### config.mk
export PLATFORM = sky130hd
export DESIGN_NAME = uart_tx
export DESIGN_NICKNAME = d
export VERILOG_FILES = /design/src/rtl/uart_pkg.sv /design/src/rtl/uart_bit_timer.sv /design/src/rtl/uart_tx.sv
export SDC_FILE = /design/constraint.sdc
export NUM_CORES = 1
export LEC_CHECK = 0
export BUFFER_PORTS_ARGS = -buffer_cell sky130_fd_sc_hd__buf_2
export CAP_MARGIN = 20
export CORE_MARGIN = 8
export CORE_UTILIZATION = 50
export CTS_CLUSTER_DIAMETER = 100
export DETAILED_ROUTE_END_ITERATION = 8
export GPL_TIMING_DRIVEN = 0
export MAX_ROUTING_LAYER = met4
export PLACE_DENSITY = 0.71
export SYNTH_ARGS = -nofsm -noshare
export SYNTH_HDL_FRONTEND = slang
export SYNTH_SLANG_ARGS = --single-unit
### constraint.sdc
create_clock -name clk -period 1.62 [get_ports clk]
set_input_delay 0.162 -clock clk [delete_from_list [all_inputs] [get_ports clk]]
set_output_delay 0.162 -clock clk [all_outputs]
set_load 0.02 [all_outputs]
### src/rtl/uart_pkg.sv
// Shared UART definitions: FSM state encoding, default bit period and idle line level.
// Defining UART_TX_PARITY_EN adds the PARITY state and widens the encoding to 3 bits.
package uart_pkg;

`ifdef UART_TX_PARITY_EN
    typedef enum logic [2:0] {
        IDLE   = 3'd0,
        START  = 3'd1,
        DATA   = 3'd2,
        STOP   = 3'd3,
        PARITY = 3'd4
    } uart_state_t;
`else
    typedef enum logic [1:0] {
        IDLE  = 2'd0,
        START = 2'd1,
        DATA  = 2'd2,
        STOP  = 2'd3
    } uart_state_t;
`endif

    localparam int   CLKS_PER_BIT_DEFAULT = 16;
    localparam logic LINE_IDLE            = 1'b1;

endpackage

### src/rtl/uart_bit_timer.sv
// Bit-period counter shared by the UART transmitter and receiver.
// Counts 0..CLKS_PER_BIT-1, flags the last clock with bit_end, and clears on request.
module uart_bit_timer
    import uart_pkg::*;
#(
    parameter int CLKS_PER_BIT  = CLKS_PER_BIT_DEFAULT,
    parameter int CLK_CNT_WIDTH = $clog2(CLKS_PER_BIT)
) (
    input  logic clk,
    input  logic rst,
    input  logic clr,
    output logic bit_end
);

    localparam logic [CLK_CNT_WIDTH-1:0] CNT_LAST = CLK_CNT_WIDTH'(CLKS_PER_BIT - 1);

    logic [CLK_CNT_WIDTH-1:0] clk_cnt;

    assign bit_end = (clk_cnt == CNT_LAST);

    always_ff @(posedge clk or negedge rst) begin
        if (!rst) begin
            clk_cnt <= '0;
        end else if (clr || bit_end) begin
            clk_cnt <= '0;
        end else begin
            clk_cnt <= clk_cnt + CLK_CNT_WIDTH'(1);
        end
    end

endmodule

### src/rtl/uart_tx.sv
// UART transmitter: valid/ready byte in, 8N1 frame out on tx, LSB first.
// Defining UART_TX_PARITY_EN inserts an even-parity bit between the data and stop bits.
module uart_tx
    import uart_pkg::*;
#(
    parameter int DATA_LENGTH       = 8,
    parameter int DATA_LENGTH_WIDTH = $clog2(DATA_LENGTH),
    parameter int CLKS_PER_BIT      = CLKS_PER_BIT_DEFAULT,
    parameter int CLK_CNT_WIDTH     = $clog2(CLKS_PER_BIT)
) (
    input  logic                   clk,
    input  logic                   rst,
    input  logic [DATA_LENGTH-1:0] tx_data,
    input  logic                   tx_valid,
    output logic                   tx_ready,
    output logic                   tx,
    output logic                   tx_busy,
    output logic                   tx_done
);

    localparam logic [DATA_LENGTH_WIDTH-1:0] LAST_BIT = DATA_LENGTH_WIDTH'(DATA_LENGTH - 1);

    uart_state_t                  state, state_nx;
    logic [DATA_LENGTH-1:0]       shift, shift_nx;
    logic [DATA_LENGTH_WIDTH-1:0] bit_cnt, bit_cnt_nx;
    logic                         tx_nx;
    logic                         done_nx;
    logic                         bit_end;
    logic                         timer_clr;
`ifdef UART_TX_PARITY_EN
    logic                         par, par_nx;
`endif

    // Counter restarts on every state change so each state starts a fresh bit period.
    assign timer_clr = (state == IDLE) || (state_nx != state);

    uart_bit_timer #(
        .CLKS_PER_BIT (CLKS_PER_BIT),
        .CLK_CNT_WIDTH(CLK_CNT_WIDTH)
    ) u_bit_timer (
        .clk    (clk),
        .rst    (rst),
        .clr    (timer_clr),
        .bit_end(bit_end)
    );

    always_comb begin
        state_nx   = state;
        shift_nx   = shift;
        bit_cnt_nx = bit_cnt;
        tx_nx      = tx;
        done_nx    = 1'b0;
`ifdef UART_TX_PARITY_EN
        par_nx     = par;
`endif
        case (state)
            IDLE: begin
                tx_nx = LINE_IDLE;
                if (tx_valid && tx_ready) begin
                    state_nx   = START;
                    shift_nx   = tx_data;
                    bit_cnt_nx = '0;
                    tx_nx      = 1'b0;
`ifdef UART_TX_PARITY_EN
                    par_nx     = ^tx_data;
`endif
                end
            end
            START: begin
                if (bit_end) begin
                    state_nx = DATA;
                    tx_nx    = shift[0];
                end
            end
            DATA: begin
                if (bit_end) begin
                    shift_nx = shift >> 1;
                    if (bit_cnt == LAST_BIT) begin
                        bit_cnt_nx = '0;
`ifdef UART_TX_PARITY_EN
                        state_nx   = PARITY;
                        tx_nx      = par;
`else
                        state_nx   = STOP;
                        tx_nx      = LINE_IDLE;
`endif
                    end else begin
                        bit_cnt_nx = bit_cnt + DATA_LENGTH_WIDTH'(1);
                        tx_nx      = shift_nx[0];
                    end
                end
            end
`ifdef UART_TX_PARITY_EN
            PARITY: begin
                if (bit_end) begin
                    state_nx = STOP;
                    tx_nx    = LINE_IDLE;
                end
            end
`endif
            STOP: begin
                tx_nx = LINE_IDLE;
                if (bit_end) begin
                    state_nx = IDLE;
                    done_nx  = 1'b1;
                end
            end
            default: begin
                state_nx = IDLE;
                tx_nx    = LINE_IDLE;
            end
        endcase
    end

    // All outputs come straight from flops so the line never glitches.
    always_ff @(posedge clk or negedge rst) begin
        if (!rst) begin
            state    <= IDLE;
            shift    <= '0;
            bit_cnt  <= '0;
            tx       <= LINE_IDLE;
            tx_ready <= 1'b1;
            tx_busy  <= 1'b0;
            tx_done  <= 1'b0;
`ifdef UART_TX_PARITY_EN
            par      <= 1'b0;
`endif
        end else begin
            state    <= state_nx;
            shift    <= shift_nx;
            bit_cnt  <= bit_cnt_nx;
            tx       <= tx_nx;
            tx_ready <= (state_nx == IDLE);
            tx_busy  <= (state_nx != IDLE);
            tx_done  <= done_nx;
`ifdef UART_TX_PARITY_EN
            par      <= par_nx;
`endif
        end
    end

endmodule

# Yosys cells after proc, flatten, opt, wreduce, memory -nomap -nowiden

Index checks and enable logic that the tools add are counted.

Register bits after elaboration: 21
Bits of input ports: 11
Output and inout bits: 4
Logic and storage cells: 49

$add $sub $neg: 2
Eq/ne operators: 9
Mux-type cells: 21
Reduce and logical (&&, ||, !) cells: 9

Operators by type and width:

| kind                                                                   | number |
|---|---|
| 8-bit two-way mux                                                      | 2 |
| 8-bit one-hot mux with 2 select lines                                  | 1 |
| 2-bit two-way mux                                                      | 5 |
| 3-bit two-way mux                                                      | 3 |
| 2-bit one-hot mux with 4 select lines                                  | 1 |
| 1-bit two-way mux                                                      | 6 |
| 2-bit by 1-bit != test with 1-bit output (second input constant)       | 3 |
| 3-bit one-hot mux with 2 select lines                                  | 1 |
| 4-bit by 1-bit adder with 4-bit output (second input constant)         | 1 |
| 2-bit equality test (second input constant)                            | 2 |
| 4-bit equality test (second input constant)                            | 1 |
| 2-bit zero test                                                        | 2 |
| 4-bit two-way mux                                                      | 1 |
| 1-bit one-hot mux with 4 select lines                                  | 1 |
| 2-bit nonzero test                                                     | 2 |
| 3-bit by 1-bit adder with 3-bit output (second input constant)         | 1 |
| 3-bit equality test (second input constant)                            | 1 |
| 3-bit AND reduction                                                    | 1 |
| 2-bit by 1-bit equality test with 1-bit output (second input constant) | 1 |
| 1-bit logical OR                                                       | 2 |
| 2-bit != test                                                          | 1 |
| 2-bit AND reduction                                                    | 1 |
| 1-bit logical AND                                                      | 1 |

# Longest topological paths before layout

Depth in word-level cells: 8
Depth in mapped cells: 5
Depth with buffers taken out: 5

# By module

Synthesis repeated with hierarchy kept, for this count alone.

Cell total of the unflattened synthesis: 85
Area total of the unflattened synthesis: 1034.7 um2

Modules (own cells, without submodules):

| module         | instances | cells an instance | area an instance (um2) | seq. area each (um2) |
|---|---|---|---|---|
| uart_tx        | 1         | 72                | 863.3                  | 427.9 |
| uart_bit_timer | 1         | 13                | 171.4                  | 100.1 |

# Worst setup path after synthesis

Ideal clock, no wire load.

Kind: register -> register
Start: register u_bit_timer.clk_cnt[0]
End: register shift[1]
Setup time: 123 ps
Arrival time: 1377 ps
Required time: 1497 ps
Slack: 120 ps
Cell stages (with the launch flop): 6
Path buffers: 1
Period minus slack after synthesis: 1500 ps
Cell sequence: dfrtp_1 > ha_1 > nand4_4 > or2_0 > buf_6 > o221a_1

Word-level cells in the longest chain between the ends: 3

Ends and longest elaborated chain:

| what                                               | line                 | text |
|---|---|---|
| start, declared                                    | uart_bit_timer.sv:17 | `logic [CLK_CNT_WIDTH-1:0] clk_cnt;` |
| start signal, assigned                             | uart_bit_timer.sv:27 | `clk_cnt <= clk_cnt + CLK_CNT_WIDTH'(1);` |
| 4-bit equality test                                | uart_bit_timer.sv:19 | `assign bit_end = (clk_cnt == CNT_LAST);` |
| 2-bit by 1-bit != test with 1-bit output (no line) | n/a                  |  |
| 3-bit AND reduction (no line)                      | n/a                  |  |
| end signal, assigned                               | uart_tx.sv:130       | `shift <= shift_nx;` |
| end, declared                                      | uart_tx.sv:24        | `logic [DATA_LENGTH-1:0] shift, shift_nx;` |

No other way between the ends.
A chain may end at the register's enable or synchronous reset.

# Final worst setup path

Start: register u_bit_timer.clk_cnt[0]
End: register shift[6]

The elaborated chain is that of the path after synthesis.

==> run_results.csv <==
group,metric,value,unit
logic_synthesis,yosysMostFrequentCell,"dfrtp_1",
setup_path,cp-start-kind,"register",
cts,clockRootBuffer,"clkbuf_4",
setup_path,cp_top_family,"flip-flops",
logic_synthesis,synth_cells,87,
logic_synthesis,synth_area_leader_cell,"dfrtp_1",
logic_synthesis,ys_ff_latch,21,
min_path,holdPathStages,3,
logic_synthesis,synthTopCellsByArea,"dfrtp_1 48%, o221a_1 6.8%, dfstp_2 5.3%",
cts,cts_made_buffers,3,
die,std_cell_rows,16,
global_route,grt_max_degree,22,
final_layout,layout-drive-gt1-share,0.245,
power,finalPower,1.89,mW
final_layout,nets,121,
drt,via_count,737,
cts,clkSlewWorstSetupHoldPaths,0.12,ns
sta,setup_viol,0,
setup_path,worst-setup-path-type,"reg -> reg",
die,core_area,1920,µm²
cts,clk_latency,0.30,ns
final_layout,area_growth,15.6,%
job,max_cap_violations,0,
logic_synthesis,synthArstFlopShare,1.00,
sta,setup_tns,0,ns
die,io_pins,15,
sta,hold_violations,0,
sta,clock_skew,0.00519,ns
setup_path,path_cells,"ha_4 > nand4_4 > or2_0 > buf_6 > o221a_1",
placement,pre_cts_slack,-0.0237,ns
setup_path,critPathCaptureType,"register",
cts,cts_tree,"built",
min_path,hold_class,"in -> reg",
die,start_util,0.516,
drt,antenna_left,0,
setup_path,worstPathArrival,1.70,ns
sta,post-route-period-util,0.930,
drt,first_iter_violations,11,
cts,cts_buffer_depth,2,
sta,post-route-min-period,1.51,ns
min_path,holdPathEnd,"shift[7]",
die,die_area,3670,µm²
power,powerDensity,1640,nW/µm²
global_route,grt_pass1_wl,3310,µm
sta,fmax,664,MHz
setup_path,r2r_slack,0.11,ns
placement,gp_congestion,0.770,
sta,final-max-slew-violation-count,0,
logic_synthesis,ys_top_cells_by_count,"19 x dfrtp_1, 6 x nand2b_1, 6 x o221a_1",
logic_synthesis,ys.flop_type,"dfrtp_1",
logic_synthesis,seq_area_frac_synth,0.532,
sta,fin_ws,0.114,ns
drt,routed_via_density,5.54,
logic_synthesis,synth_edf_count,0,
drt,drcViolationCount,0,
sta,hold_ws,0.0830,ns
sta,worstMarginPinSlew,0.458,ns
global_route,antenna_found_initial,0,
drt,dr.pass1.iters,4,
power,power.leakage,0.485,nW
cts,htree_levels,1,
final_layout,diodes,0,
power,vdd_drop_max,0.939,mV
logic_synthesis,syn-mean-instance-area,11.4,µm²
min_path,hp-start,"tx_data[7]",
outcome,status,"completed",
setup_path,crit_path_top_delay_cell,"dfrtp_2",
final_layout,final_util,0.597,
logic_synthesis,ys_warn_count,0,
sta,rsz0062_at_grt,"no",
setup_path,crit_path_max_incr_delay,0.43,ns
setup_path,crit_buf_inv,1,
logic_synthesis,synth_area,992,µm²
setup_path,crit_fanout,10,
placement,port_buffers,14,
sta,slew_headroom,0.694,
global_route,gr-total-overflow,0,
logic_synthesis,synth.top_cell.area_share,0.479,
drt,drt-wirelength-per-cell,14.5,µm
setup_path,crit-reg2reg-launch,"u_bit_timer.clk_cnt[0]",
die,die_w,60.5,µm
cts,cts.sinks,21,
drt,drt_wl_total,1920,µm
placement,hpwlAfterDp,1410,µm
setup_path,rr_endpoint,"shift[6]",
die,chipHeight,60.5,µm
setup_path,rr_worst_depth,5,
global_route,track_usage,0.124,
logic_synthesis,syn_nets,101,
logic_synthesis,ys_types,32,
global_route,grt_pass1_vias,777,
setup_path,cp.required,1.81,ns
[sequential cells by signal, summed over array words and instances (netlist names)]
register	count
state	2
tx_busy	1
bit_cnt	3
u_bit_timer.clk_cnt	4
shift	8
tx	1
tx_ready	1
tx_done	1
[through the flow]
| stage | std cells | area [µm²] |
|---|---|---|
| 6_report | 133 | 1150 |
| 5_1_grt | 133 | 1150 |
| 4_1_cts | 133 | 1140 |
| 3_5_place_dp | 128 | 1100 |
| 3_3_place_gp | 128 | 1100 |
| 2_1_floorplan | 87 | 992 |
[per-layer routing]
metal / vias up / track usage / wire length [µm]
li1: 363 / - / -
met1: 360 / 0.143 / 845
met2: 10 / 0.201 / 996
met3: 4 / 0.0254 / 53
met4: 0 / 0.0598 / 27
met5: - / - / 0
[cells by family (layout without fill, tap and decap cells)]
group	after synthesis	in the layout	share of synthesized area
simple gates	28	28	0.184
buf+inv	7	26	0.0353
fa+ha+maj	3	3	0.0378
compound gates	26	26	0.193
flops	21	21	0.532
xor+xnor	2	2	0.0177
[worst max path at each step]
| stage | startpoint | endpoint | slack [ns] | cells after the start |
|---|---|---|---|---|
| finish | u_bit_timer.clk_cnt[0] | shift[6] | 0.11 | 5 |
| global route | u_bit_timer.clk_cnt[1] | shift[6] | 0.01 | 5 |
| CTS | u_bit_timer.clk_cnt[0] | shift[6] | 0.01 | 5 |
| detailed placement | u_bit_timer.clk_cnt[0] | shift[6] | -0.02 | 5 |
| global placement | u_bit_timer.clk_cnt[0] | shift[5] | -0.009 | 5 |
| floorplan | u_bit_timer.clk_cnt[0] | shift[1] | 0.12 | 5 |
[cell type report]
| cell class | count | area, µm² |
|---|---|---|
| Sequential cell | 21 | 529 |
| Clock inverter | 1 | 5.00 |
| Multi-Input combinational cell | 59 | 442 |
| Fill cell | 166 | 774 |
| Timing Repair Buffer | 15 | 80.1 |
| Inverter | 4 | 15.0 |
| Buffer | 3 | 20.0 |
| Clock buffer | 3 | 22.5 |
| Tap cell | 27 | 33.8 |
[worst reg2reg max path, stage by stage, from the launching register on]
cell and delay, ns:
dfrtp_2 0.43, ha_4 0.18, nand4_4 0.16, or2_0 0.25, buf_6 0.15, o221a_1 0.24
[cells in the final DEF (no fill, tap or decap), drive strengths merged, types with 2 or more instances in the layout]
cell | synthesis | layout
inv | 4 | 4
and3 | 2 | 2
xnor2 | 2 | 2
nand3 | 3 | 3
nand2b | 6 | 6
nand2 | 4 | 4
o221a | 6 | 6
nor2 | 4 | 4
nand4b | 2 | 2
ha | 3 | 3
a21oi | 5 | 5
or2 | 2 | 2
dfstp | 2 | 2
clkbuf | 1 | 4
o211ai | 3 | 3
o21ai | 7 | 7
buf | 2 | 16
dfrtp | 19 | 19
[where the power goes]
group / switching, mW / total, mW / internal (mW) / leakage, nW
registers: 0.214 / 0.992 / 0.778 / 0.246
logic: 0.330 / 0.652 / 0.322 / 0.221
clock network: 0.152 / 0.243 / 0.0919 / 0.0177
total: 0.696 / 1.89 / 1.19 / 0.485
[repair_timing]
action / CTS / global route
pin swaps: 0 / 0
resized for setup: 1 / 2
cloned: 0 / 0
buffers inserted: 0 / 0
endpoints found under the hold margin: 19 / 0
setup endpoints to repair: 7 / 7
hold buffers: 1 / 0
No activity file was read; power rests on OpenSTA's default activity.
